==> config.mk <==
export PLATFORM = sky130hd
export DESIGN_NAME = spi_tx_scheduler_flat
export DESIGN_NICKNAME = d
export VERILOG_FILES = /design/src/rtl/spi_tx_scheduler_if.sv /design/src/rtl/spi_tx_scheduler.sv /design/src/flat_wrapper.sv
export SDC_FILE = /design/constraint.sdc
export NUM_CORES = 1
export LEC_CHECK = 0
export ABC_AREA = 1
export CORE_UTILIZATION = 43
export DETAILED_ROUTE_END_ITERATION = 8
export REMOVE_ABC_BUFFERS = 1
export SKIP_CTS_REPAIR_TIMING = 1
export SLEW_MARGIN = 15
export SYNTH_ARGS = -nofsm -noshare
export SYNTH_HDL_FRONTEND = slang
export SYNTH_SLANG_ARGS = --single-unit
==> constraint.sdc <==
create_clock -name clk -period 4.55 [get_ports clk]
set_input_delay 0.91 -clock clk [delete_from_list [all_inputs] [get_ports clk]]
set_output_delay 0.91 -clock clk [all_outputs]
set_load 0.03 [all_outputs]
==> src/rtl/spi_tx_scheduler_if.sv <==
// Start/done handshake bundle between the transmit scheduler and the spi shifter.
interface spi_tx_scheduler_if;
    logic       spi_start;
    logic [7:0] spi_data;
    logic       spi_sel;
    logic       spi_done;

    modport master (
        output spi_start,
        output spi_data,
        output spi_sel,
        input  spi_done
    );

    modport slave (
        input  spi_start,
        input  spi_data,
        input  spi_sel,
        output spi_done
    );
endinterface

==> src/rtl/spi_tx_scheduler.sv <==
// Queues {sel,data} byte requests and issues them one at a time to the spi
// shifter, with a done-timeout watchdog, transmit pause and sticky error flags.
module spi_tx_scheduler #(
    parameter int DEPTH   = 8,
    parameter int ADDR_W  = 3,
    parameter int TIMEOUT = 64
) (
    input  logic                clk,
    input  logic                rst_n,
    input  logic                wr_en,
    input  logic [7:0]          wr_data,
    input  logic                wr_sel,
    input  logic                tx_enable,
    input  logic                err_clr,
    output logic                full,
    output logic                empty,
    output logic [ADDR_W:0]     count,
    output logic                busy,
    output logic                overflow,
    output logic                timeout_err,
    spi_tx_scheduler_if.master  spi
);

    localparam int WD_W = (TIMEOUT > 2) ? $clog2(TIMEOUT) : 1;
    localparam logic [WD_W-1:0]   WD_LAST  = WD_W'(TIMEOUT - 1);
    localparam logic [ADDR_W:0]   CNT_FULL = (ADDR_W + 1)'(DEPTH);

    typedef enum logic [1:0] {IDLE, ISSUE, WAIT_DONE, GAP} state_t;

    state_t              state_reg;
    logic [8:0]          mem [DEPTH];
    logic [ADDR_W-1:0]   wr_ptr_reg;
    logic [ADDR_W-1:0]   rd_ptr_reg;
    logic [ADDR_W:0]     count_reg;
    logic [ADDR_W:0]     count_next;
    logic                full_reg;
    logic                empty_reg;
    logic                busy_reg;
    logic                overflow_reg;
    logic                timeout_err_reg;
    logic                spi_start_reg;
    logic [7:0]          spi_data_reg;
    logic                spi_sel_reg;
    logic [WD_W-1:0]     wd_reg;
    logic                push;
    logic                pop;
    logic                timeout_hit;

    // Fullness is judged on the pre-edge state, so a same-cycle pop never frees a slot.
    assign push        = wr_en && !full_reg;
    assign pop         = (state_reg == IDLE) && tx_enable && !empty_reg;
    assign timeout_hit = (state_reg == WAIT_DONE) && !spi.spi_done && (wd_reg == WD_LAST);

    always_comb begin
        count_next = count_reg;
        if (push && !pop) begin
            count_next = count_reg + 1'b1;
        end else if (!push && pop) begin
            count_next = count_reg - 1'b1;
        end
    end

    always_ff @(posedge clk) begin
        if (push) begin
            mem[wr_ptr_reg] <= {wr_sel, wr_data};
        end
    end

    always_ff @(posedge clk or negedge rst_n) begin
        if (!rst_n) begin
            wr_ptr_reg <= '0;
            rd_ptr_reg <= '0;
            count_reg  <= '0;
            full_reg   <= 1'b0;
            empty_reg  <= 1'b1;
        end else begin
            if (push) begin
                wr_ptr_reg <= wr_ptr_reg + 1'b1;
            end
            if (pop) begin
                rd_ptr_reg <= rd_ptr_reg + 1'b1;
            end
            count_reg <= count_next;
            full_reg  <= (count_next == CNT_FULL);
            empty_reg <= (count_next == '0);
        end
    end

    // A set event in the same cycle as err_clr takes priority.
    always_ff @(posedge clk or negedge rst_n) begin
        if (!rst_n) begin
            overflow_reg    <= 1'b0;
            timeout_err_reg <= 1'b0;
        end else begin
            overflow_reg    <= (overflow_reg && !err_clr) || (wr_en && full_reg);
            timeout_err_reg <= (timeout_err_reg && !err_clr) || timeout_hit;
        end
    end

    always_ff @(posedge clk or negedge rst_n) begin
        if (!rst_n) begin
            state_reg     <= IDLE;
            busy_reg      <= 1'b0;
            spi_start_reg <= 1'b0;
            spi_data_reg  <= 8'h00;
            spi_sel_reg   <= 1'b0;
            wd_reg        <= '0;
        end else begin
            case (state_reg)
                IDLE: begin
                    spi_start_reg <= 1'b0;
                    if (pop) begin
                        spi_data_reg <= mem[rd_ptr_reg][7:0];
                        spi_sel_reg  <= mem[rd_ptr_reg][8];
                        busy_reg     <= 1'b1;
                        state_reg    <= ISSUE;
                    end
                end
                ISSUE: begin
                    // Start pulse occupies the first WAIT_DONE cycle, sampled by the spi at the next edge.
                    spi_start_reg <= 1'b1;
                    wd_reg        <= '0;
                    state_reg     <= WAIT_DONE;
                end
                WAIT_DONE: begin
                    spi_start_reg <= 1'b0;
                    if (spi.spi_done || timeout_hit) begin
                        state_reg <= GAP;
                    end else begin
                        wd_reg <= wd_reg + 1'b1;
                    end
                end
                GAP: begin
                    spi_start_reg <= 1'b0;
                    if (!spi.spi_done) begin
                        busy_reg  <= 1'b0;
                        state_reg <= IDLE;
                    end
                end
                default: begin
                    spi_start_reg <= 1'b0;
                    busy_reg      <= 1'b0;
                    state_reg     <= IDLE;
                end
            endcase
        end
    end

    assign full          = full_reg;
    assign empty         = empty_reg;
    assign count         = count_reg;
    assign busy          = busy_reg;
    assign overflow      = overflow_reg;
    assign timeout_err   = timeout_err_reg;
    assign spi.spi_start = spi_start_reg;
    assign spi.spi_data  = spi_data_reg;
    assign spi.spi_sel   = spi_sel_reg;

endmodule

==> src/flat_wrapper.sv <==
// flat-port wrapper written by rule: the top's interface ports become plain ports
module spi_tx_scheduler_flat 
#(
    parameter int DEPTH   = 8,
    parameter int ADDR_W  = 3,
    parameter int TIMEOUT = 64
)
  (clk, rst_n, wr_en, wr_data, wr_sel, tx_enable, err_clr, full, empty, count, busy, overflow, timeout_err, spi_spi_start, spi_spi_data, spi_spi_sel, spi_spi_done);
  spi_tx_scheduler_if spi_i ();
  input  logic clk;
  input  logic rst_n;
  input  logic wr_en;
  input  logic [7:0] wr_data;
  input  logic wr_sel;
  input  logic tx_enable;
  input  logic err_clr;
  output logic full;
  output logic empty;
  output logic [ADDR_W:0] count;
  output logic busy;
  output logic overflow;
  output logic timeout_err;
  output wire logic [$bits(spi_i.spi_start)-1:0] spi_spi_start;
  output wire logic [$bits(spi_i.spi_data)-1:0] spi_spi_data;
  output wire logic [$bits(spi_i.spi_sel)-1:0] spi_spi_sel;
  input wire logic [$bits(spi_i.spi_done)-1:0] spi_spi_done;
  assign spi_spi_start = spi_i.spi_start;
  assign spi_spi_data = spi_i.spi_data;
  assign spi_spi_sel = spi_i.spi_sel;
  assign spi_i.spi_done = spi_spi_done;
  spi_tx_scheduler #(.DEPTH(DEPTH), .ADDR_W(ADDR_W), .TIMEOUT(TIMEOUT)) u_core (.clk(clk), .rst_n(rst_n), .wr_en(wr_en), .wr_data(wr_data), .wr_sel(wr_sel), .tx_enable(tx_enable), .err_clr(err_clr), .full(full), .empty(empty), .count(count), .busy(busy), .overflow(overflow), .timeout_err(timeout_err), .spi(spi_i));
endmodule
After elaboration in Yosys (flattened, before gate mapping)
Memory sizes are Yosys's and may differ from the RTL's. A register that Yosys moved wholly into a read port is not among the register bits.
Cells that the tools add are included.
{"block": "word_totals", "out_inout_bits": 19, "in_bits": 15, "register_bits": 24, "mem_bits_rw": 72, "memories": 1}
{"name": "u_core.mem", "words": 8, "width": 9, "read_ports": 1, "rd_clocked_by_memory_dff": 1, "wr": 1, "line": "spi_tx_scheduler.sv:31", "text": "logic [8:0] mem [DEPTH];"}
{"block": "classes", "n_mux": 14, "reduce_logical": 29, "eq_ne": 9, "n_addsub": 5}
{"cell": "$pmux 6 s2", "n": 1}
{"cell": "$logic_and 1x1->1", "n": 10}
{"cell": "$mux 4", "n": 2}
{"cell": "$pmux 2 s4", "n": 1}
{"cell": "$logic_not 1->1", "n": 7}
{"cell": "$add 3x1->3 const B", "n": 2}
{"cell": "$add 6x1->6 const B", "n": 1}
{"cell": "$eq 6x6->1 const B", "n": 1}
{"cell": "$mux 2", "n": 3}
{"cell": "$mux 6", "n": 1}
{"cell": "$ne 2x2->1 const B", "n": 3}
{"cell": "$reduce_and 3->1", "n": 2}
{"cell": "$add 4x1->4 const B", "n": 1}
{"cell": "$eq 2x2->1 const B", "n": 2}
{"cell": "$eq 4x4->1 const B", "n": 1}
{"cell": "$logic_not 4->1", "n": 1}
{"cell": "$mux 1", "n": 4}
{"cell": "$pmux 1 s2", "n": 2}
{"cell": "$reduce_and 2->1", "n": 2}
{"cell": "$reduce_bool 2->1", "n": 2}
{"cell": "$sub 4x1->4 const B", "n": 1}
{"cell": "$logic_or 1x1->1", "n": 3}
{"cell": "$reduce_or 3->1", "n": 1}
{"cell": "$eq 2x1->1 const B", "n": 1}
{"cell": "other kinds (2)", "n": 2}

Logic depth before layout (Yosys ltp)
Gate-level depths: netlist of run 1.
{"block": "logic_depth", "word_depth": 7, "mapped_depth": 11}

Worst setup path before layout of run 1
Ideal clock, no wire load.
{"block": "synth_path", "kind": "input port to flip-flop", "start": "input port wr_en", "end": "memory u_core.mem[4][0], enable pin", "path_stages": 3, "t_arrival_ns": 1.784, "required_time_ns": 4.176, "slack_ns": 2.392, "path_buffers": 0, "cell_sequence": "nand2_1 > or2_2 > nor2_1"}
{"block": "synth_via", "elab_chain_len": 3}
{"element": "start, declared", "line": "flat_wrapper.sv:12", "text": "input logic wr_en;"}
{"element": "$logic_and 1x1->1", "line": "spi_tx_scheduler.sv:50", "text": "assign push = wr_en && !full_reg;"}
{"element": "$mux 1", "line": "spi_tx_scheduler.sv:64", "text": "if (push) begin"}
{"element": "$mux 1 (not written as such)", "line": "spi_tx_scheduler.sv:65", "text": "mem[wr_ptr_reg] <= {wr_sel, wr_data};"}
{"element": "end, declared", "line": "spi_tx_scheduler.sv:31"}
Every way passes these cells.

Worst setup path after layout of run 1
{"block": "layout_path", "start": "input port wr_en", "end": "memory u_core.mem[0][7], enable pin"}
Same word-level chain as after synthesis.

==> impl_metrics.toml, run 1 <==
[floorplanning]
start_util = 0.450
core_area_um2 = 9910
io_pins = 34
die_h_um = 104
dieWidth_um = 104
rows = 36
die_area_um2 = 10800

[logic_synthesis]
synth_top_area_frac = 0.485
synth_area_leaders = "edfxtp_1, dfrtp_1, nor2_1, nand2_1, o21ai_0"
synth_cell_types = 30
post-synth-top-area-cell = "edfxtp_1"
synth_commonest_cells = "edfxtp_1, nor2_1, nand2_1"
syn_avg_cell_area_um2 = 11.1
netlist_instances = 400
synth-async-reset-ratio = 0.314
ys_seq_area_frac = 0.670
synth_area_um2 = 4460
synth_edf_count = 72
ys_ff_latch = 105
ys.flop_type = "edfxtp_1"
ys_warn_count = 0
yosysMostFrequentCell = "edfxtp_1"

[routing]
drc = 0
routed_wl_um = 9630
via_per_inst = 5.12
wire_per_inst_um = 16.9
firstDrtPassIters = 4
drt_iter0_drc = 108
vias = 2913
drt.antenna.violating_nets = 0

[critical_path]
crit_type = "input pin to flip-flop"
r2r-start = "u_core.full$_DFF_PN0_"
r2r_end = "u_core.mem[0][7]$_DFFE_PP_"
path_max_fanout = 9
cp_num_buf_inv = 1
cp-endpoint = "u_core.mem[0][7]$_DFFE_PP_"
slowest_delay_ps = 600
rr_worst_depth = 4
r2r_setup_slack_ps = 2540
startpoint = "wr_en"
cp_slowest_cell = "nor2_1"
cp_top_family = "simple AND/OR/NAND/NOR gates"
cp_data_arrival_time_ps = 2580
endpoint_kind = "flip-flop"
cp.depth = 4
cp.required_ps = 4560
worstSetupStartpointType = "input pin"
crit_chain = "clkdlybuf4s50_1 > nand2_1 > or2_2 > nor2_1"

[timing]
rsz0062_at_grt = "false"
worst_hold_slack_ps = 488
tightest_slew_ps = 1060
finalHoldViolations = 0
period_needed_ps = 2570
skew_ps = 10.6
fmax_ghz = 0.390
period_share = 0.564
tns_ps = 0
report.final.slew_viol_count = 0
fin_ws_ps = 1980
setup_viol = 0
relSlewSlack = 0.293

[final_layout]
utilization = 0.513
largest_register_ffs = 72
num_antenna_cells = 0
area_growth_pct = 14.0
finalNetCount = 456
layout-drive-gt1-share = 0.0826

[placement]
post-place-ws_ps = 1590
routabilityCongestion = 0.804
hpwl_um = 6510
numPortBuffers = 33

[pwr]
power_mw = 3.23
power.leakage_nw = 1.95
p_per_area_nw_per_um2 = 635
irDropWorstVdd_mv = 0.339

[grt]
grt_max_degree = 39
grtUsageTotal = 0.195
grt_pass1_vias = 2999
grt_pass1_wl_um = 15200
gr-total-overflow = 0
antenna_found_initial = 0

[clock_tree]
h-tree-depth = 3
clk-insertion-delay-late_ps = 380
cts_tree = "built"
clkSinkCount = 105
cts-root-buf = "clkbuf_8"
max-clock-path-buffers = 2
clk_pin_slew_ps = 90
numCtsBuffers = 9

[status]
status = "finished clean"

[flow_run]
drv_cap = 0

[worst_hold_path]
hold_path_class = "flip-flop to flip-flop"
-- cell usage in the layout (no fill, tap or decap), drive strengths merged, types with 5 or more instances in the layout --
| master | count |
|---|---|
| nand2 | 72 |
| dfrtp | 32 |
| xor2 | 5 |
| o21ai | 43 |
| ha | 10 |
| clkdlybuf4s50 | 32 |
| clkbuf | 10 |
| o211ai | 18 |
| edfxtp | 72 |
| nor2 | 72 |
| inv | 28 |
| nand3 | 26 |
-- through the flow --
stage               instances  area, um^2
floorplan                 386        4380
global placement          553        4880
finish                    569        5080
global route              569        5080
CTS                       569        5080
detailed placement        553        4880
-- power breakdown --
| part | total (mW) | switching [mW] | leakage (nW) | internal (mW) |
|---|---|---|---|---|
| logic | 1.24 | 0.813 | 0.793 | 0.422 |
| clock network | 0.586 | 0.324 | 0.0954 | 0.262 |
| registers | 1.41 | 0.160 | 1.07 | 1.25 |
| total | 3.23 | 1.30 | 1.95 | 1.93 |
-- per-layer routing --
metal	track usage	wire, um	vias to the layer above
met1	0.217	3840	1403
met3	0.0579	484	14
met5	0	0	-
li1	-	-	1427
met4	0.0551	161	0
met2	0.360	5150	69
-- worst reg2reg max path, stage by stage, from the launching register on --
cell     delay, ps
dfrtp_1        440
inv_2           70
nand2_1        140
or2_2          410
nor2_1         600
-- cell type report --
cell class                      instances  area, um^2
Clock buffer                           10         128
Clock inverter                          6        73.8
Fill cell                             892        4820
Inverter                               26        97.6
Multi-Input combinational cell        255        1300
Sequential cell                       105        2990
Tap cell                              133         166
Timing Repair Buffer                   34         333
-- worst min path at each step --
| stage | from | to | slack, ps | cells after the start |
|---|---|---|---|---|
| after CTS | u_core.spi.spi_data[0]$_DFFE_PN0P_ | u_core.spi.spi_data[0]$_DFFE_PN0P_ | 500 | 2 |
| after global routing | u_core.spi.spi_data[0]$_DFFE_PN0P_ | u_core.spi.spi_data[0]$_DFFE_PN0P_ | 500 | 2 |
| after floorplan | u_core.wd_reg[1]$_DFFE_PN0P_ | u_core.wd_reg[1]$_DFFE_PN0P_ | 470 | 2 |
| final | u_core.spi.spi_data[0]$_DFFE_PN0P_ | u_core.spi.spi_data[0]$_DFFE_PN0P_ | 490 | 2 |
| after detailed placement | u_core.spi.spi_data[6]$_DFFE_PN0P_ | u_core.spi.spi_data[6]$_DFFE_PN0P_ | 470 | 2 |
| after global placement | u_core.spi.spi_data[5]$_DFFE_PN0P_ | u_core.spi.spi_data[5]$_DFFE_PN0P_ | 470 | 2 |
-- logic make-up (layout without fill, tap and decap cells) --
kind of cell               Yosys count  after routing  synth area share
AOI/OAI and AO/OA                   66             66            0.0861
xor gates and xnor gates             5              5           0.00982
adders and majority gates           10             10            0.0281
buffers and inverters               40             76            0.0387
DFF                                105            105             0.670
and+or+nand+nor                    174            174             0.167
Note: power is estimated with default switching activity, not from simulation.
==> run 2: changes to the inputs <==
==> constraint.sdc (replaced) <==
create_clock -name clk -period 2.2 [get_ports clk]
set_input_delay 0.44 -clock clk [delete_from_list [all_inputs] [get_ports clk]]
set_output_delay 0.44 -clock clk [all_outputs]
set_load 0.03 [all_outputs]
==> run 2 against run 1 <==
Net effect: flip-flop and latch count is the same; clock skew increased by 5.3 ps; final area grew 2.5%; non-clock buffer count rose by 15; first-iteration DRC count up 43%; core utilization up 1.3 points; power increased by 110%; setup slack lost 1800 ps; die area unchanged; combinational power grew 120%; largest cell class unchanged; highest routed layer unchanged.
==> impl_metrics.toml, run 2 (synthesis gave the netlist of run 1 again) <==
[status]
status = "finished clean"

[routing]
routed_wl_um = 9710
drc = 0
firstDrtPassIters = 5
drt_iter0_drc = 154
via_per_inst = 5.16
drt.antenna.violating_nets = 0
wire_per_inst_um = 16.6
vias = 3013

[grt]
gr-total-overflow = 0
grtUsageTotal = 0.191
grt_max_degree = 39
grt_pass1_vias = 2890
grt_pass1_wl_um = 15300
antenna_found_initial = 0

[critical_path]
slowest_delay_ps = 670
crit_type = "flip-flop to output pin"
cp_slowest_cell = "clkdlybuf4s50_1"
endpoint_kind = "output pin"
r2r_setup_slack_ps = 530
cp.required_ps = 1760
cp_num_buf_inv = 1
cp_data_arrival_time_ps = 1610
cp_top_family = "buffers and inverters"
path_max_fanout = 3
crit_chain = "clkdlybuf4s50_1"
worstSetupStartpointType = "flip-flop"

[final_layout]
finalNetCount = 471
largest_register_ffs = 72
final_cell_mix = "edfxtp_1, nor2_1, nand2_1"
utilization = 0.526
num_antenna_cells = 0
final_common_cell = "edfxtp_1"
area_growth_pct = 16.9
layout-drive-gt1-share = 0.115

[clock_tree]
cts-root-buf = "clkbuf_8"
clk_pin_slew_ps = 100
max-clock-path-buffers = 2
numCtsBuffers = 9
clk-insertion-delay-late_ps = 370
clkSinkCount = 105
h-tree-depth = 3
cts_tree = "built"

[timing]
period_needed_ps = 2050
fin_ws_ps = 149
relSlewSlack = 0.481
tightest_slew_ps = 779
skew_ps = 15.9
period_share = 0.932
tns_ps = 0
rsz0062_at_grt = "false"
fmax_ghz = 0.488
report.final.slew_viol_count = 0
setup_viol = 0
finalHoldViolations = 0

[floorplanning]
io_pins = 34
core_area_um2 = 9910
start_util = 0.450
dieWidth_um = 104
die_h_um = 104
rows = 36
die_area_um2 = 10800

[flow_run]
drv_cap = 0

[pwr]
power_mw = 6.88
p_per_area_nw_per_um2 = 1320
power.leakage_nw = 2.04
irDropWorstVdd_mv = 0.510

[placement]
numPortBuffers = 33
post-place-ws_ps = 221
hpwl_um = 6770
routabilityCongestion = 0.804

[worst_hold_path]
hold_path_class = "input pin to asynchronous set/reset pin"
## run 2: layout make-up
| type | instances | area [um^2] |
|---|---|---|
| inverters | 26 | 97.6 |
| repair buffers | 49 | 445 |
| well taps | 133 | 166 |
| clock inverters | 7 | 93.8 |
| multi-input cells | 255 | 1300 |
| clock buffers | 9 | 124 |
| flip-flops and latches | 105 | 2990 |
| fillers | 919 | 4700 |
## run 2: final timing paths
path / from / to / cells after the start
min reg2reg: u_core.spi.spi_data[0]$_DFFE_PN0P_ / u_core.spi.spi_data[0]$_DFFE_PN0P_ / 2
max in group asynchronous: rst_n / u_core.count[0]$_DFF_PN0_ / 1
max reg2reg: u_core.state_reg[0]$_DFFE_PN0P_ / u_core.rd_ptr_reg[2]$_DFFE_PN0P_ / 7
max: u_core.empty$_DFF_PN1_ / empty / 1
min in group clk: u_core.spi.spi_data[0]$_DFFE_PN0P_ / u_core.spi.spi_data[0]$_DFFE_PN0P_ / 2
min: rst_n / u_core.wd_reg[5]$_DFFE_PN0P_ / 1
## run 2: routing by layer
layer,up-vias,GRT usage,share of wire
li1,1462,-,-
met1,1423,0.242,0.41
met2,109,0.324,0.51
met3,19,0.0384,0.059
met4,0,0.0735,0.024
met5,-,0,0
## run 2: stage by stage
step | area (um^2) | cells | hold WS [ps]
after floorplan | 4380 | 386 | 144
after global placement | 5000 | 568 | 468
after detailed placement | 5000 | 568 | 466
after CTS | 5210 | 584 | 154
after global routing | 5210 | 584 | 179
final | 5210 | 584 | 143
## run 2: where the power goes
group	total, mW	internal, mW	leakage, nW	switching [mW]
logic	2.76	0.971	0.870	1.79
registers	2.85	2.58	1.07	0.269
clock network	1.27	0.560	0.107	0.712
total	6.88	4.11	2.04	2.77
==> run 3: changes to the inputs <==
--- a/config.mk
+++ b/config.mk
@@ -8,7 +8,6 @@
 export ABC_AREA = 1
 export CORE_UTILIZATION = 43
 export DETAILED_ROUTE_END_ITERATION = 8
-export REMOVE_ABC_BUFFERS = 1
 export SKIP_CTS_REPAIR_TIMING = 1
 export SLEW_MARGIN = 15
 export SYNTH_ARGS = -nofsm -noshare
==> run 3 against run 2 <==
Net effect: count of clock-buffer cells in the layout up 1; cell count up 0.34%; sequential power down 1%; fmax down 1.2%; flip-flop and latch count unchanged; via count down 2.6%; die area unchanged; clock power about the same; critical path depth unchanged.
==> impl_metrics.toml, run 3 (synthesis gave the netlist of run 1 again) <==
[status]
status = "finished clean"

[timing]
period_needed_ps = 2080
period_share = 0.944
skew_ps = 10.0
worst_hold_slack_ps = 141
tns_ps = 0
fin_ws_ps = 124
report.final.slew_viol_count = 0
relSlewSlack = 0.468
finalHoldViolations = 0
setup_viol = 0
tightest_slew_ps = 798
fmax_ghz = 0.482
rsz0062_at_grt = "false"

[routing]
vias = 2935
drc = 0
via_per_inst = 5.01
drt.antenna.violating_nets = 0
drt_iter0_drc = 119
wire_per_inst_um = 15.4
routed_wl_um = 9000
firstDrtPassIters = 4

[final_layout]
area_growth_pct = 17.3
final_common_cell = "edfxtp_1"
layout-drive-gt1-share = 0.117
multi_input_area_um2 = 1300
largest_register_ffs = 72
seqCellArea_um2 = 2990
num_antenna_cells = 0
stdcell_count = 586
final_cell_mix = "edfxtp_1, nor2_1, nand2_1"
fill_cells = 893
finalNetCount = 473
stdcell_area_um2 = 5230

[grt]
antenna_found_initial = 0
grt_max_degree = 39
gr-total-overflow = 0
grt_pass1_wl_um = 14700
grtUsageTotal = 0.179
grt_pass1_vias = 2822

[floorplanning]
io_pins = 34
die_area_um2 = 10800
rows = 36
start_util = 0.450
core_area_um2 = 9910
dieWidth_um = 104
die_h_um = 104

[clock_tree]
max-clock-path-buffers = 2
h-tree-depth = 3
cts_tree = "built"
cts-root-buf = "clkbuf_8"
clkSinkCount = 105
clk_pin_slew_ps = 100
numCtsBuffers = 9
clk-insertion-delay-late_ps = 370

[critical_path]
crit_chain = "clkdlybuf4s50_1"
cp.required_ps = 1760
slowest_delay_ps = 680
worstSetupStartpointType = "flip-flop"
cp_num_buf_inv = 1
r2r-start = "u_core.state_reg[0]$_DFFE_PN0P_"
startpoint = "u_core.empty$_DFF_PN1_"
cp_data_arrival_time_ps = 1640
path_max_fanout = 3
cp_top_family = "buffers and inverters"
crit_type = "flip-flop to output pin"
endpoint_kind = "output pin"
cp_slowest_cell = "clkdlybuf4s50_1"

[pwr]
irDropWorstVdd_mv = 0.646
power.leakage_nw = 2.05
p_per_area_nw_per_um2 = 1310

[placement]
post-place-ws_ps = 205
placed_cell_area_um2 = 5010
dp_cells = 570
numPortBuffers = 33
hpwl_um = 6050
routabilityCongestion = 0.793

[logic_synthesis]
syn_nets = 425

[flow_run]
drv_cap = 0

[worst_hold_path]
hold_path_class = "input pin to asynchronous set/reset pin"
==> run 3: cell count changes in the layout (fill, tap and decap cells not counted), sizes merged <==
cell | before | now
buf | 17 | 19
inv | 29 | 26
clkbuf | 9 | 10
clkinv | 2 | 1
bufinv | 1 | 2
clkinvlp | 1 | 3
==> run 3: metal layers <==
| layer | global-route usage | vias up | routed length (um) |
|---|---|---|---|
| met5 | 0 | - | 0 |
| met4 | 0.0745 | 0 | 132 |
| met3 | 0.0289 | 12 | 411 |
| met2 | 0.280 | 64 | 4340 |
| met1 | 0.251 | 1399 | 4120 |
| li1 | - | 1460 | - |
==> run 3: worst register-to-register path, delay by kind of cell, from the launching register on <==
family / cells / cell delay, ps
DFF: 1 / 430
buffers and inverters: 2 / 370
and+or+nand+nor: 3 / 360
adders and majority gates: 1 / 270
xor gates and xnor gates: 1 / 140
==> run 3: through the flow <==
step	util	power, mW
4_1_cts	0.528	6.89
3_3_place_gp	0.506	5.54
2_1_floorplan	-	4.68
5_1_grt	0.528	7.31
6_report	0.528	6.83
3_5_place_dp	0.506	5.59
==> run 3: cell type report <==
| class | count | share of cell area |
|---|---|---|
| clock inverters | 6 | 0.0175 |
| inverters | 26 | 0.0187 |
| clock buffers | 10 | 0.0244 |
| well taps | 133 | 0.0318 |
| multi-input cells | 255 | 0.248 |
| repair buffers | 51 | 0.0880 |
| flip-flops and latches | 105 | 0.572 |
==> run 3: path summary, 6_finish.rpt <==
check | end | cells past startpoint | slack, ps
max | empty | 1 | 120
min reg2reg | u_core.spi.spi_data[3]$_DFFE_PN0P_ | 2 | 490
min | u_core.count[3]$_DFF_PN0_ | 1 | 140
max in group asynchronous | u_core.rd_ptr_reg[1]$_DFFE_PN0P_ | 1 | 1540
min in group clk | u_core.spi.spi_data[3]$_DFFE_PN0P_ | 2 | 490
max reg2reg | u_core.rd_ptr_reg[2]$_DFFE_PN0P_ | 7 | 520
==> run 3: power by group <==
group,switching (mW),leakage [nW],internal [mW]
clock,0.658,0.0991,0.645
combinational,1.74,0.882,0.966
sequential,0.231,1.07,2.58
total,2.63,2.05,4.19
